`config.mk`:
```
export PLATFORM = sky130hd
export DESIGN_NAME = seg_display_decoder
export DESIGN_NICKNAME = d
export VERILOG_FILES = /design/src/rtl/seg_display_decoder.sv
export SDC_FILE = /design/constraint.sdc
export NUM_CORES = 1
export LEC_CHECK = 0
export CAP_MARGIN = 20
export CELL_PAD_IN_SITES_DETAIL_PLACEMENT = 1
export CELL_PAD_IN_SITES_GLOBAL_PLACEMENT = 1
export CORE_ASPECT_RATIO = 1.1
export CORE_MARGIN = 1.5
export CORE_UTILIZATION = 40
export CTS_CLUSTER_SIZE = 24
export DETAILED_ROUTE_END_ITERATION = 8
export GPL_TIMING_DRIVEN = 1
export PLACE_DENSITY_LB_ADDON = 0.25
export SETUP_SLACK_MARGIN = 0.3
export SYNTH_ARGS = -nofsm -noshare
export SYNTH_HDL_FRONTEND = slang
export SYNTH_SLANG_ARGS = --single-unit
```
`constraint.sdc`:
```
create_clock -name clk -period 5.8 [get_ports clk]
set_input_delay 1.16 -clock clk [delete_from_list [all_inputs] [get_ports clk]]
set_output_delay 1.16 -clock clk [all_outputs]
set_load 0.1 [all_outputs]
```
`src/rtl/seg_display_decoder.sv`:
```
// Receive-side monitor for a multiplexed 4-digit seven-segment bus: debounces and decodes
// each strobed digit back to BCD/binary and measures lit/dark phase durations.
module seg_display_decoder #(
   parameter int STABLE_CYCLES = 4,
   parameter int DARK_CYCLES   = 16,
   parameter int CNT_W         = 24
) (
   input  logic             clk,
   input  logic             rst,
   input  logic [6:0]       led_seg,
   input  logic             a1,
   input  logic             a2,
   input  logic             a3,
   input  logic             a4,
   output logic [3:0]       dig1,
   output logic [3:0]       dig2,
   output logic [3:0]       dig3,
   output logic [3:0]       dig4,
   output logic [3:0]       blank,
   output logic             valid,
   output logic [13:0]      value,
   output logic             upd,
   output logic             err,
   output logic             lit,
   output logic [CNT_W-1:0] on_len,
   output logic [CNT_W-1:0] off_len,
   output logic             flash_evt
);

   localparam int SW = $clog2(STABLE_CYCLES + 1);
   localparam int DW = $clog2(DARK_CYCLES + 1);
   localparam logic [SW-1:0]    STAB_MAX  = SW'(STABLE_CYCLES);
   localparam logic [SW-1:0]    STAB_HIT  = SW'(STABLE_CYCLES - 1);
   localparam logic [DW-1:0]    DARK_LAST = DW'(DARK_CYCLES - 1);
   localparam logic [CNT_W-1:0] CNT_MAX   = '1;
   localparam logic [CNT_W-1:0] DARK_LEN  = CNT_W'(DARK_CYCLES);
   localparam logic [6:0]       SEG_BLANK = 7'h7F;

   typedef enum logic {DARK = 1'b0, LIT = 1'b1} lit_state_t;

   // Returns {legal, bcd}; legal is 0 for blank and unknown patterns.
   function automatic logic [4:0] seg_decode(input logic [6:0] s);
      logic [4:0] r;
      r = 5'h00;
      case (s)
         7'h40: r = {1'b1, 4'd0};
         7'h79: r = {1'b1, 4'd1};
         7'h24: r = {1'b1, 4'd2};
         7'h30: r = {1'b1, 4'd3};
         7'h19: r = {1'b1, 4'd4};
         7'h12: r = {1'b1, 4'd5};
         7'h02: r = {1'b1, 4'd6};
         7'h78: r = {1'b1, 4'd7};
         7'h00: r = {1'b1, 4'd8};
         7'h10: r = {1'b1, 4'd9};
         default: r = 5'h00;
      endcase
      return r;
   endfunction

   logic [3:0]  an_low;
   logic        sel;
   logic [1:0]  pos;
   logic        multi;
   logic        prev_sel;
   logic [1:0]  prev_pos;
   logic [6:0]  prev_seg;
   logic [SW-1:0] stab_cnt;
   logic [SW-1:0] stab_nxt;
   logic        same;
   logic        commit;
   logic [4:0]  dec;
   logic        is_blank;
   logic        chg;
   logic        bad;
   logic        chg_q;
   logic [3:0]  dig_q [4];
   logic [3:0]  blank_q;
   logic [3:0]  committed;
   logic [13:0] val_calc;
   logic [13:0] v [4];

   assign an_low = ~{a4, a3, a2, a1};

   always_comb begin
      sel   = 1'b0;
      pos   = 2'd0;
      multi = 1'b0;
      case (an_low)
         4'b0000: sel = 1'b0;
         4'b0001: begin sel = 1'b1; pos = 2'd0; end
         4'b0010: begin sel = 1'b1; pos = 2'd1; end
         4'b0100: begin sel = 1'b1; pos = 2'd2; end
         4'b1000: begin sel = 1'b1; pos = 2'd3; end
         default: multi = 1'b1;
      endcase
   end

   // The run counter saturates at STABLE_CYCLES so a held digit commits only once.
   always_comb begin
      same = sel && prev_sel && (pos == prev_pos) && (led_seg == prev_seg);
      if (!sel)                   stab_nxt = '0;
      else if (!same)             stab_nxt = SW'(1);
      else if (stab_cnt == STAB_MAX) stab_nxt = STAB_MAX;
      else                        stab_nxt = stab_cnt + SW'(1);
      commit = same && (stab_cnt == STAB_HIT);
   end

   always_comb begin
      dec      = seg_decode(led_seg);
      is_blank = (led_seg == SEG_BLANK);
      chg      = 1'b0;
      bad      = 1'b0;
      if (commit) begin
         if (dec[4])        chg = blank_q[pos] || (dig_q[pos] != dec[3:0]);
         else if (is_blank) chg = !blank_q[pos];
         else               bad = 1'b1;
      end
   end

   always_comb begin
      for (int i = 0; i < 4; i++) v[i] = blank_q[i] ? 14'd0 : {10'd0, dig_q[i]};
      val_calc = v[0] * 14'd1000 + v[1] * 14'd100 + v[2] * 14'd10 + v[3];
   end

   always_ff @(posedge clk or posedge rst) begin
      if (rst) begin
         prev_sel  <= 1'b0;
         prev_pos  <= 2'd0;
         prev_seg  <= 7'h00;
         stab_cnt  <= '0;
         for (int i = 0; i < 4; i++) dig_q[i] <= 4'd0;
         blank_q   <= 4'hF;
         committed <= 4'h0;
         chg_q     <= 1'b0;
         upd       <= 1'b0;
         err       <= 1'b0;
         value     <= 14'd0;
      end else begin
         prev_sel <= sel;
         prev_pos <= pos;
         prev_seg <= led_seg;
         stab_cnt <= stab_nxt;
         if (commit) begin
            committed[pos] <= 1'b1;
            if (dec[4]) begin
               dig_q[pos]   <= dec[3:0];
               blank_q[pos] <= 1'b0;
            end else if (is_blank) begin
               blank_q[pos] <= 1'b1;
            end
         end
         chg_q <= chg;
         upd   <= chg_q;
         err   <= err | multi | bad;
         value <= val_calc;
      end
   end

   assign dig1  = dig_q[0];
   assign dig2  = dig_q[1];
   assign dig3  = dig_q[2];
   assign dig4  = dig_q[3];
   assign blank = blank_q;
   assign valid = &committed;

   lit_state_t    state;
   lit_state_t    state_nxt;
   logic [DW-1:0] dark_run;
   logic [DW-1:0] dark_nxt;
   logic          lit_cyc;
   logic          go_lit;
   logic          go_dark;
   logic [CNT_W-1:0] on_cnt;
   logic [CNT_W-1:0] off_cnt;
   logic [CNT_W-1:0] on_hold;
   logic [CNT_W-1:0] on_inc;
   logic [CNT_W-1:0] off_inc;
   logic          seen_lit;

   assign lit_cyc = sel && (led_seg != SEG_BLANK);

   always_comb begin
      state_nxt = state;
      dark_nxt  = dark_run;
      go_lit    = 1'b0;
      go_dark   = 1'b0;
      case (state)
         DARK: begin
            if (lit_cyc) begin
               state_nxt = LIT;
               go_lit    = 1'b1;
               dark_nxt  = '0;
            end
         end
         LIT: begin
            if (lit_cyc) begin
               dark_nxt = '0;
            end else if (dark_run == DARK_LAST) begin
               state_nxt = DARK;
               go_dark   = 1'b1;
               dark_nxt  = '0;
            end else begin
               dark_nxt = dark_run + DW'(1);
            end
         end
         default: state_nxt = DARK;
      endcase
   end

   always_ff @(posedge clk or posedge rst) begin
      if (rst) begin
         state    <= DARK;
         dark_run <= '0;
      end else begin
         state    <= state_nxt;
         dark_run <= dark_nxt;
      end
   end

   assign lit     = (state == LIT);
   assign on_inc  = (on_cnt == CNT_MAX) ? on_cnt : on_cnt + CNT_W'(1);
   assign off_inc = (off_cnt == CNT_MAX) ? off_cnt : off_cnt + CNT_W'(1);

   // The lit cycle that wakes the display belongs to the new on phase; the
   // qualifying dark run is handed from the on phase to the off phase.
   always_ff @(posedge clk or posedge rst) begin
      if (rst) begin
         on_cnt    <= '0;
         off_cnt   <= '0;
         on_hold   <= '0;
         on_len    <= '0;
         off_len   <= '0;
         flash_evt <= 1'b0;
         seen_lit  <= 1'b0;
      end else begin
         flash_evt <= 1'b0;
         if (go_lit) begin
            on_cnt   <= CNT_W'(1);
            off_cnt  <= '0;
            seen_lit <= 1'b1;
            if (seen_lit) begin
               on_len    <= on_hold;
               off_len   <= off_cnt;
               flash_evt <= 1'b1;
            end
         end else if (state == LIT) begin
            if (go_dark) begin
               on_hold <= on_inc - DARK_LEN;
               on_cnt  <= '0;
               off_cnt <= DARK_LEN;
            end else begin
               on_cnt <= on_inc;
            end
         end else begin
            off_cnt <= off_inc;
         end
      end
   end

endmodule

```
# Yosys cells after proc, flatten, opt, wreduce, memory -nomap -nowiden
# Cells that the tools add are included.
[word_totals]
output_inout_bits = 87
ff_bits = 182
[classes]
mux = 51
n_eq_ne = 26
addsub = 8
multipliers = 3
magnitude_cmp = 4
bitwise_logic = 10
reduce_logical = 21
[op_table]
columns = ["op", "count"]
rows = [
  ["$mux W24", 8],
  ["$pmux W5 S10", 1],
  ["$add A24 B1 Y24 const B", 2],
  ["$eq A24 B24 Y1 const B", 2],
  ["$mux W4", 9],
  ["$eq A7 B7 Y1 const B", 4],
  ["$sub A24 B5 Y24 const B", 1],
  ["$eq A7 B5 Y1 const B", 3],
  ["$mux W1", 19],
  ["$bwmux W16", 1],
  ["$mux W5", 3],
  ["$add A14 B11 Y14", 1],
  ["$add A14 B4 Y14", 1],
  ["$add A14 B8 Y14", 1],
  ["$eq A7 B6 Y1 const B", 2],
  ["$mul A4 B7 Y11 const B", 1],
  ["$pmux W5 S2", 1],
  ["$mul A4 B5 Y9 const B", 1],
  ["$mux W3", 3],
  ["$bmux W4 S2", 1],
  ["$demux W4 S2", 1],
  ["$not A4 Y4", 2],
  ["$or A4 B4 Y4", 2],
  ["$reduce_and A2 Y1", 4],
  ["40 further kinds", 49],
]

# Longest topological paths before layout
[depth]
word_depth = 11
depth_mapped = 18
ltp_nobuf = 18

# Worst setup path before layout
# Ideal clock, no wire load.
[synth_path]
path_kind = "register to register"
from = "register dig_q, in the netlist dig1[2]"
to = "register value[13]"
path_stages_with_launch = 19
arrival_ps = 4691
setup_slack_ps = 984
t_required_ps = 5675
cell_sequence = "dfrtp_1 -> clkbuf_1 -> xnor2_1 -> nor2_1 -> ha_1 -> inv_1 -> fa_1 -> inv_1 -> ha_1 -> a21oi_1 -> o21bai_1 -> xnor2_1 -> ha_1 -> ha_1 -> ha_1 -> a21o_1 -> a31oi_1 -> o21ai_0 -> xnor2_1"
[synth_between]
elab_chain_cells = 5
[synth_rtl]
columns = ["item", "line_no", "rtl"]
rows = [
  ["from (decl)", "77", "logic [3:0] dig_q [4];"],
  ["from (signal, indexed assignment)", "147", "dig_q[pos] <= dec[3:0];"],
  ["$mux W4", "122", "for (int i = 0; i < 4; i++) v[i] = blank_q[i] ? 14'd0 : {10'd0, dig_q[i]};"],
  ["$mul A4 B7 Y11", "123", "val_calc = v[0] * 14'd1000 + v[1] * 14'd100 + v[2] * 14'd10 + v[3];"],
  ["$add A14 B11 Y14", "123", ""],
  ["$add A14 B8 Y14", "123", ""],
  ["$add A14 B4 Y14", "123", ""],
  ["net val_calc[13]", "80", "logic [13:0] val_calc;"],
  ["to (signal assigned)", "156", "value <= val_calc;"],
  ["to (decl)", "21", "output logic [13:0] value,"],
]
# The timed path passes the listed nets, and every way through them passes these cells.
# A chain may end at the register's enable or synchronous reset.

==> reports/results.txt <==
Crit-path cells = nand2b_1 -> inv_1 -> ha_1 -> ha_1 -> fa_1 -> inv_1 -> fa_1 -> inv_1 -> ha_1 -> ha_1 -> nor2b_1 -> o21ai_0 -> a21boi_0 -> o21ai_0 -> nand2b_1 -> a31oi_1 -> o21ai_0 -> xnor2_1
Fin. Hold Viols = 0
Worst-Skew Late Latency = 450 ps
Int Power = 0.00261 W
Top cells by count, synth = dfrtp_1, nand2_1, mux2_2
Max Clk Rate = 221 MHz
Layout cells sized above 1 = 13.5%
Final setup violation count = 0
Post-synthesis sequential area ratio = 43.3%
Req. time, crit path = 6120 ps
Die W = 158 um
Clock root cell = clkbuf_16
Row Count = 62
Post-DP HPWL = 18800 um
Via count of the first global-routing pass = 8207
Leak = 5.79 nW
Antenna Violating Nets Remaining = 0
Worst Setup Start Kind = flip-flop
First-pass GRT wire length = 43700 um
Hold Path Origin = chg_q
H-tree Lvls = 4
CTS tree = yes
Switch Pwr = 0.00178 W
Num CTS Buffers = 17
Flops & latches, synth = 182
Yosys warns = 0
Setup CP Type = reg -> reg
Layout net count = 1178
Hold slack final = 358 ps
Syn_nets = 1105
Placed insts = 1429
DR vias/cell = 5.39
CTS Hold Bufs = 0
Clock sink count = 182
Worst slew pin tran = 1070 ps
Most common cell in the synthesized netlist = dfrtp_1
CTS max path bufs = 2
Synth area leaders = dfrtp_1, mux2_2, ha_1
Post-synth EDFFs = 0
GRT Total Usage = 20.2%
Wire per inst = 17.8 um
Post-synth ARST share = 100%
Pwr dens = 353 nW/um^2
Final wirelength = 26100 um
CP most frequent cell = ha_1
Setup crit end kind = flip-flop
Setup TNS = 0 ps
Initial antenna violation count = 0
MaxCap Viol Count = 0
Core ar. = 26000 sq um
Largest net degree at the start of global routing = 146
Die height = 173 um
Worst Path Arrival = 4840 ps
Seq. cell area = 4560 sq um
Total grt overflow = 0
Tightest Hold Check Type = reg -> reg
Post-synth top flop = dfrtp_1
Slowest stage delay, CP = 600 ps
WP buf/inv = 3
PortBufs = 99
CP max FO = 7
Filler Cells Inserted = 2848
RSZ-0062 raised after global routing = false
Status = finished, final reports clean
Worst vdd ir = 0.229 mV
Normalized max-slew margin = 29.0%
Cts repair resizes = 0
RD Place Congestion = 0.851
Final period util = 77.8%
Drt initial violations = 311
Die area = 27300 sq um
Post-Layout Cell Count = 1461
Crit path max-delay family = adder cells
Sw frac = 40.5%
Pins Over Slew Limit = 0
Combinational share of power = 32.3%
Top Ports = 100
Area leader, netlist = dfrtp_1
Yosys top cell area share = 42.3%
Number of remaining DRC errors = 0
Clock transition at path regs = 80 ps
Ant diodes = 0
Cells after synthesis = 1023
Clk_skew = 16.1 ps
# Post-CTS Setup Buffers = 0
Initial Utilization = 40.5%
CP max-delay cell = dfstp_2
Tmin final = 4510 ps
Area added between synthesis and finish = 18.1%
Post-synth cell types = 77
Area occupied by multi-input gates = 5540 sq um
Mapped Area = 10500 sq um
Via count = 7880
Clock power share = 28.3%
Sequential Power Share = 39.3%
First-pass DRT Iterations = 4
Syn avg cell area = 10.3 sq um
-- flip-flops by register name, summed over array words and instances, names as in the netlist, 2 cells and up, named ones only --
signal,flops
prev_seg,7
on_len,24
committed,4
dig2,4
on_hold,24
on_cnt,24
dig4,4
dig1,4
prev_pos,2
off_len,24
stab_cnt,3
value,14
dark_run,5
off_cnt,24
dig3,4
-- through the flow --
step	instance area (sq um)	total power [W]	utilization (%)	setup slack [ps]
after floorplan	10500	0.00280	-	984
after global placement	11800	0.00315	45.4	1380
after detailed placement	11800	0.00318	45.4	1330
after CTS	12400	0.00444	47.8	1270
after global routing	12400	0.00463	47.8	963
final	12400	0.00439	47.8	1290
-- cells by family after synthesis --
group | Yosys count | synth area share, %
AOI/OAI and AO/OA | 182 | 11.0
DFF | 182 | 43.3
adders and majority gates | 69 | 9.20
muxes | 76 | 8.00
xor gates and xnor gates | 89 | 7.65
and+or+nand+nor | 322 | 16.7
buffers and inverters | 103 | 4.17
-- layout make-up --
type                    count  area share, %
flip-flops and latches    182           36.7
inverters                  47           1.45
clock buffers              17           3.42
well taps                 352           3.54
clock inverters            15           1.63
repair buffers            110           8.76
multi-input cells         738           44.5
-- layer usage --
layer / global-route usage [%] / part of all wire, % / vias to the layer above
li1: - / - / 3718
met1: 25.7 / 43 / 4018
met2: 35.3 / 52 / 113
met3: 3.16 / 3.3 / 31
met4: 5.97 / 1.7 / 0
met5: 0 / 0 / -
-- power by group through the flow --
stage | Combinational (W) | Sequential, W | Clock [W]
after floorplan | 0.000637 | 0.00216 | 0
after global placement | 0.00140 | 0.00175 | 0
after detailed placement | 0.00142 | 0.00175 | 0
after CTS | 0.00144 | 0.00173 | 0.00128
after global routing | 0.00153 | 0.00177 | 0.00132
final | 0.00142 | 0.00173 | 0.00124
-- layout by cell type (no fill, tap or decap), drive strengths merged, types with 16 or more instances in the layout --
cell type      netlist  routed
a21o                16      16
a21oi               52      52
and3                18      18
clkbuf              32      17
clkdlybuf4s50        0      99
dfrtp              178     178
ha                  55      55
inv                 46      54
mux2                65      65
nand2               84      84
nand3               31      31
nand4               22      22
nor2                65      65
nor2b               18      18
nor3                28      28
o21ai               63      63
xnor2               60      60
xor2                29      29
-- path summary, 6_finish.rpt --
kind	end	slack, ps	cells after the start
max in group asynchronous	value[7]	3320	3
setup / recovery	value[13]	1290	18
min in group asynchronous	on_cnt[6]	1250	2
hold / removal	upd	360	0
hold reg to reg	upd	360	0
setup reg to reg	value[13]	1290	18
Power figures use the tool's default switching activity.
==> patch, RTL diff (same settings) <==
Make the reset (`rst`) synchronous in 3 clocked blocks.
--- a/src/rtl/seg_display_decoder.sv
+++ b/src/rtl/seg_display_decoder.sv
@@ -123,7 +123,7 @@
       val_calc = v[0] * 14'd1000 + v[1] * 14'd100 + v[2] * 14'd10 + v[3];
    end
 
-   always_ff @(posedge clk or posedge rst) begin
+   always_ff @(posedge clk) begin
       if (rst) begin
          prev_sel  <= 1'b0;
          prev_pos  <= 2'd0;
@@ -208,7 +208,7 @@
       endcase
    end
 
-   always_ff @(posedge clk or posedge rst) begin
+   always_ff @(posedge clk) begin
       if (rst) begin
          state    <= DARK;
          dark_run <= '0;
@@ -224,7 +224,7 @@
 
    // The lit cycle that wakes the display belongs to the new on phase; the
    // qualifying dark run is handed from the on phase to the off phase.
-   always_ff @(posedge clk or posedge rst) begin
+   always_ff @(posedge clk) begin
       if (rst) begin
          on_cnt    <= '0;
          off_cnt   <= '0;
Formal check against the unedited RTL: differs if rst is asserted again (counterexample within 4 cycles, from zero or initial values and one cycle with rst high); with rst held inactive, the same outputs for 4 cycles.
==> patch against the unedited design <==
- cell area is 5.2% lower
- worst setup slack got worse by 0.041 ns
- synthesized cell count grew 20%
- sequential cell count unchanged
- sequential share of layout area fell by 4.4 points
- synthesized area is 4.8% lower
- maximum frequency shrank 0.91%
- routed wire length is 7.1% higher
- critical endpoint is now value[13]$_SDFF_PP0_
- largest cell class unchanged
Power is not compared: it rests on default switching activity, and its combinational part moved more than twofold at a synthesized area within 25%.
==> patch: results (changes against the unedited design) <==
The met2 layer wire length in the routed design was 14370 um (+6.1%); the routability congestion estimate was 0.8218 (-3.5%). The routing usage on met2 came out at 40.88% (+5.6 points). The highest layer touched by signal routing is met4.

The share of flip-flops with an asynchronous set or reset came out at 0% (-100 points). In this run the worst setup path terminates at value[13]$_SDFF_PP0_. The final global-route overflow total was 0 (unchanged). For the number of nets in the finished design, the log shows 1363 (+16%).

The total setup buffers inserted after CTS was 0 (unchanged). The logs give 361 (+16%) for the detailed router's first-iteration violation count and 0.02048 ns (+0.004372 ns) for the clock skew. Cell-internal power: 1.905 mW. The number of antenna violations at the first check in global routing is 0 (unchanged). Power density over the cells: 221.8 nW/um2. The part of the Yosys area used for sequential elements is 37.93% (-5.4 points). The placed wire-length estimate was 20060 um (+7.0%). The tools report the routed length on met1 as 12400 um (+10%). The run gives 17 (unchanged) as the CTS buffer count. The clock power share is 43.9%.

The clock transition at the registers of the reported paths is 0.08 ns (about the same), and the count of synthesis-stage warnings from yosys is 0 (unchanged). By count the netlist is led by nand2_1 (192), dfxtp_1 (166), nor2_1 (123). The wire length of the first global-routing pass was 46370 um (+6.2%); the detailed-router iteration count before antenna repair was 5 (+1). The final routed wirelength across all metal layers was 27920 um (+7.1%); the number of synthesized flops with an enable pin was 16 (+16). In this run the static leakage power is 4.442 nW.

The run finished with clean final reports. The pin count of the biggest net entering global routing came out at 82 (-44%). Path category of the worst min-delay check: reg2reg. For the number of levels the H-tree was split into, the log shows 4 (unchanged).

In the post-synthesis netlist, the biggest area contributors are dfxtp_1 (33%), nand2_1 (7.2%), ha_1 (6.7%). The largest fanout on the critical path was 7 (unchanged). Critical setup path kind: reg2reg. The logs give 0 (unchanged) for the post-cts repair resize count and 2931 (+2.9%) for the count of filler cells inserted in the layout. The number of different library cells in the post-synthesis netlist is 75 (-2.6%), and the met1 track demand over resource in global routing is 26.65% (+0.98 points). The tools report the detailed route wirelength on metal3 as 682 um (-20%). The logs give 22.15% (+1.9 points) for the total routing resource utilization after global routing and 0.45 ns (about the same) for the worst-skew pair later-pin latency.

The number of vias per cell is 5.500 (+2.0%), and the synthesized netlist net count is 1306 (+18%). The fraction of final layout cells with drive strength greater than 1 is 5.483% (-8.0 points), and the met3 track demand over resource is 3.123% (-0.034 points). The logs give 1.24 ns (-0.04 ns) for the slack of the worst reg-to-reg path and 0 (unchanged) for the number of diodes added for antenna fixing. The via count of the first global-routing pass was 9033 (+10%); the number of cell instances on the worst register-to-register path was 18 (unchanged). Most instantiated flip-flop cell in the synthesis netlist: dfxtp_1.

The normalized max-slew margin is 28.82% (-0.16 points). The tools report the worst endpoint data arrival time as 4.84 ns (about the same).
## patch: cell types whose count changed after synthesis, sizes merged, moves of 16 or more
| cell | before | now |
|---|---|---|
| dfrtp | 178 | 0 |
| edfxtp | 0 | 16 |
| a21oi | 52 | 109 |
| clkbuf | 32 | 62 |
| dfxtp | 0 | 166 |
| o21ai | 63 | 42 |
| mux2 | 65 | 1 |
| xnor2 | 60 | 43 |
| nor2 | 65 | 123 |
| nand2 | 84 | 192 |
## patch: critical path: stages, from the launching register on
cell      delay, ns
dfxtp_1        0.48
nand2b_1       0.22
inv_1          0.06
ha_1           0.30
ha_1           0.24
fa_1           0.49
inv_1          0.05
fa_1           0.48
inv_1          0.05
ha_1           0.29
ha_1           0.33
nor2b_1        0.15
o21ai_0        0.23
a21oi_1        0.14
o21ai_0        0.28
a21oi_1        0.14
o211ai_1       0.24
nand3_1        0.09
nor3b_1        0.16
## patch: how the worst min path moves through the flow
stage | end | startpoint | cells past startpoint
global placement | upd$_SDFF_PP0_ | chg_q$_SDFF_PP0_ | 1
finish | upd$_SDFF_PP0_ | chg_q$_SDFF_PP0_ | 1
global route | on_hold[7]$_SDFFE_PP0P_ | on_hold[7]$_SDFFE_PP0P_ | 2
floorplan | upd$_SDFF_PP0_ | chg_q$_SDFF_PP0_ | 1
CTS | upd$_SDFF_PP0_ | chg_q$_SDFF_PP0_ | 1
detailed placement | upd$_SDFF_PP0_ | chg_q$_SDFF_PP0_ | 1
## patch: stage by stage
step / util (%) / hold slack [ns] / cells / setup slack (ns) / cell area [um2]
CTS: 48.04 / 0.4513 / 1605 / 1.257 / 11790
detailed placement: 45.67 / 0.4332 / 1573 / 1.026 / 11210
finish: 48.04 / 0.4472 / 1605 / 1.244 / 11790
global placement: 45.67 / 0.4206 / 1573 / 1.241 / 11210
global route: 48.04 / 0.4757 / 1605 / 0.9506 / 11790
floorplan: - / 0.4138 / 1225 / 0.9897 / 10030
## patch: area by class of cell
type	count	area share, %
Timing Repair Buffer	113	9.273
Sequential cell	182	32.25
Clock inverter	14	1.199
Inverter	48	1.528
Multi-Input combinational cell	920	48.73
Tap cell	310	3.289
Clock buffer	18	3.724
## patch: cell families after synthesis
| group | count (synthesis) | synth area share, % |
|---|---|---|
| AOI/OAI and AO/OA | 244 | 15.20 |
| xor gates and xnor gates | 76 | 6.638 |
| adders and majority gates | 69 | 9.632 |
| buffers and inverters | 123 | 4.866 |
| DFF | 182 | 37.93 |
| muxes | 6 | 0.6114 |
| and+or+nand+nor | 525 | 25.13 |
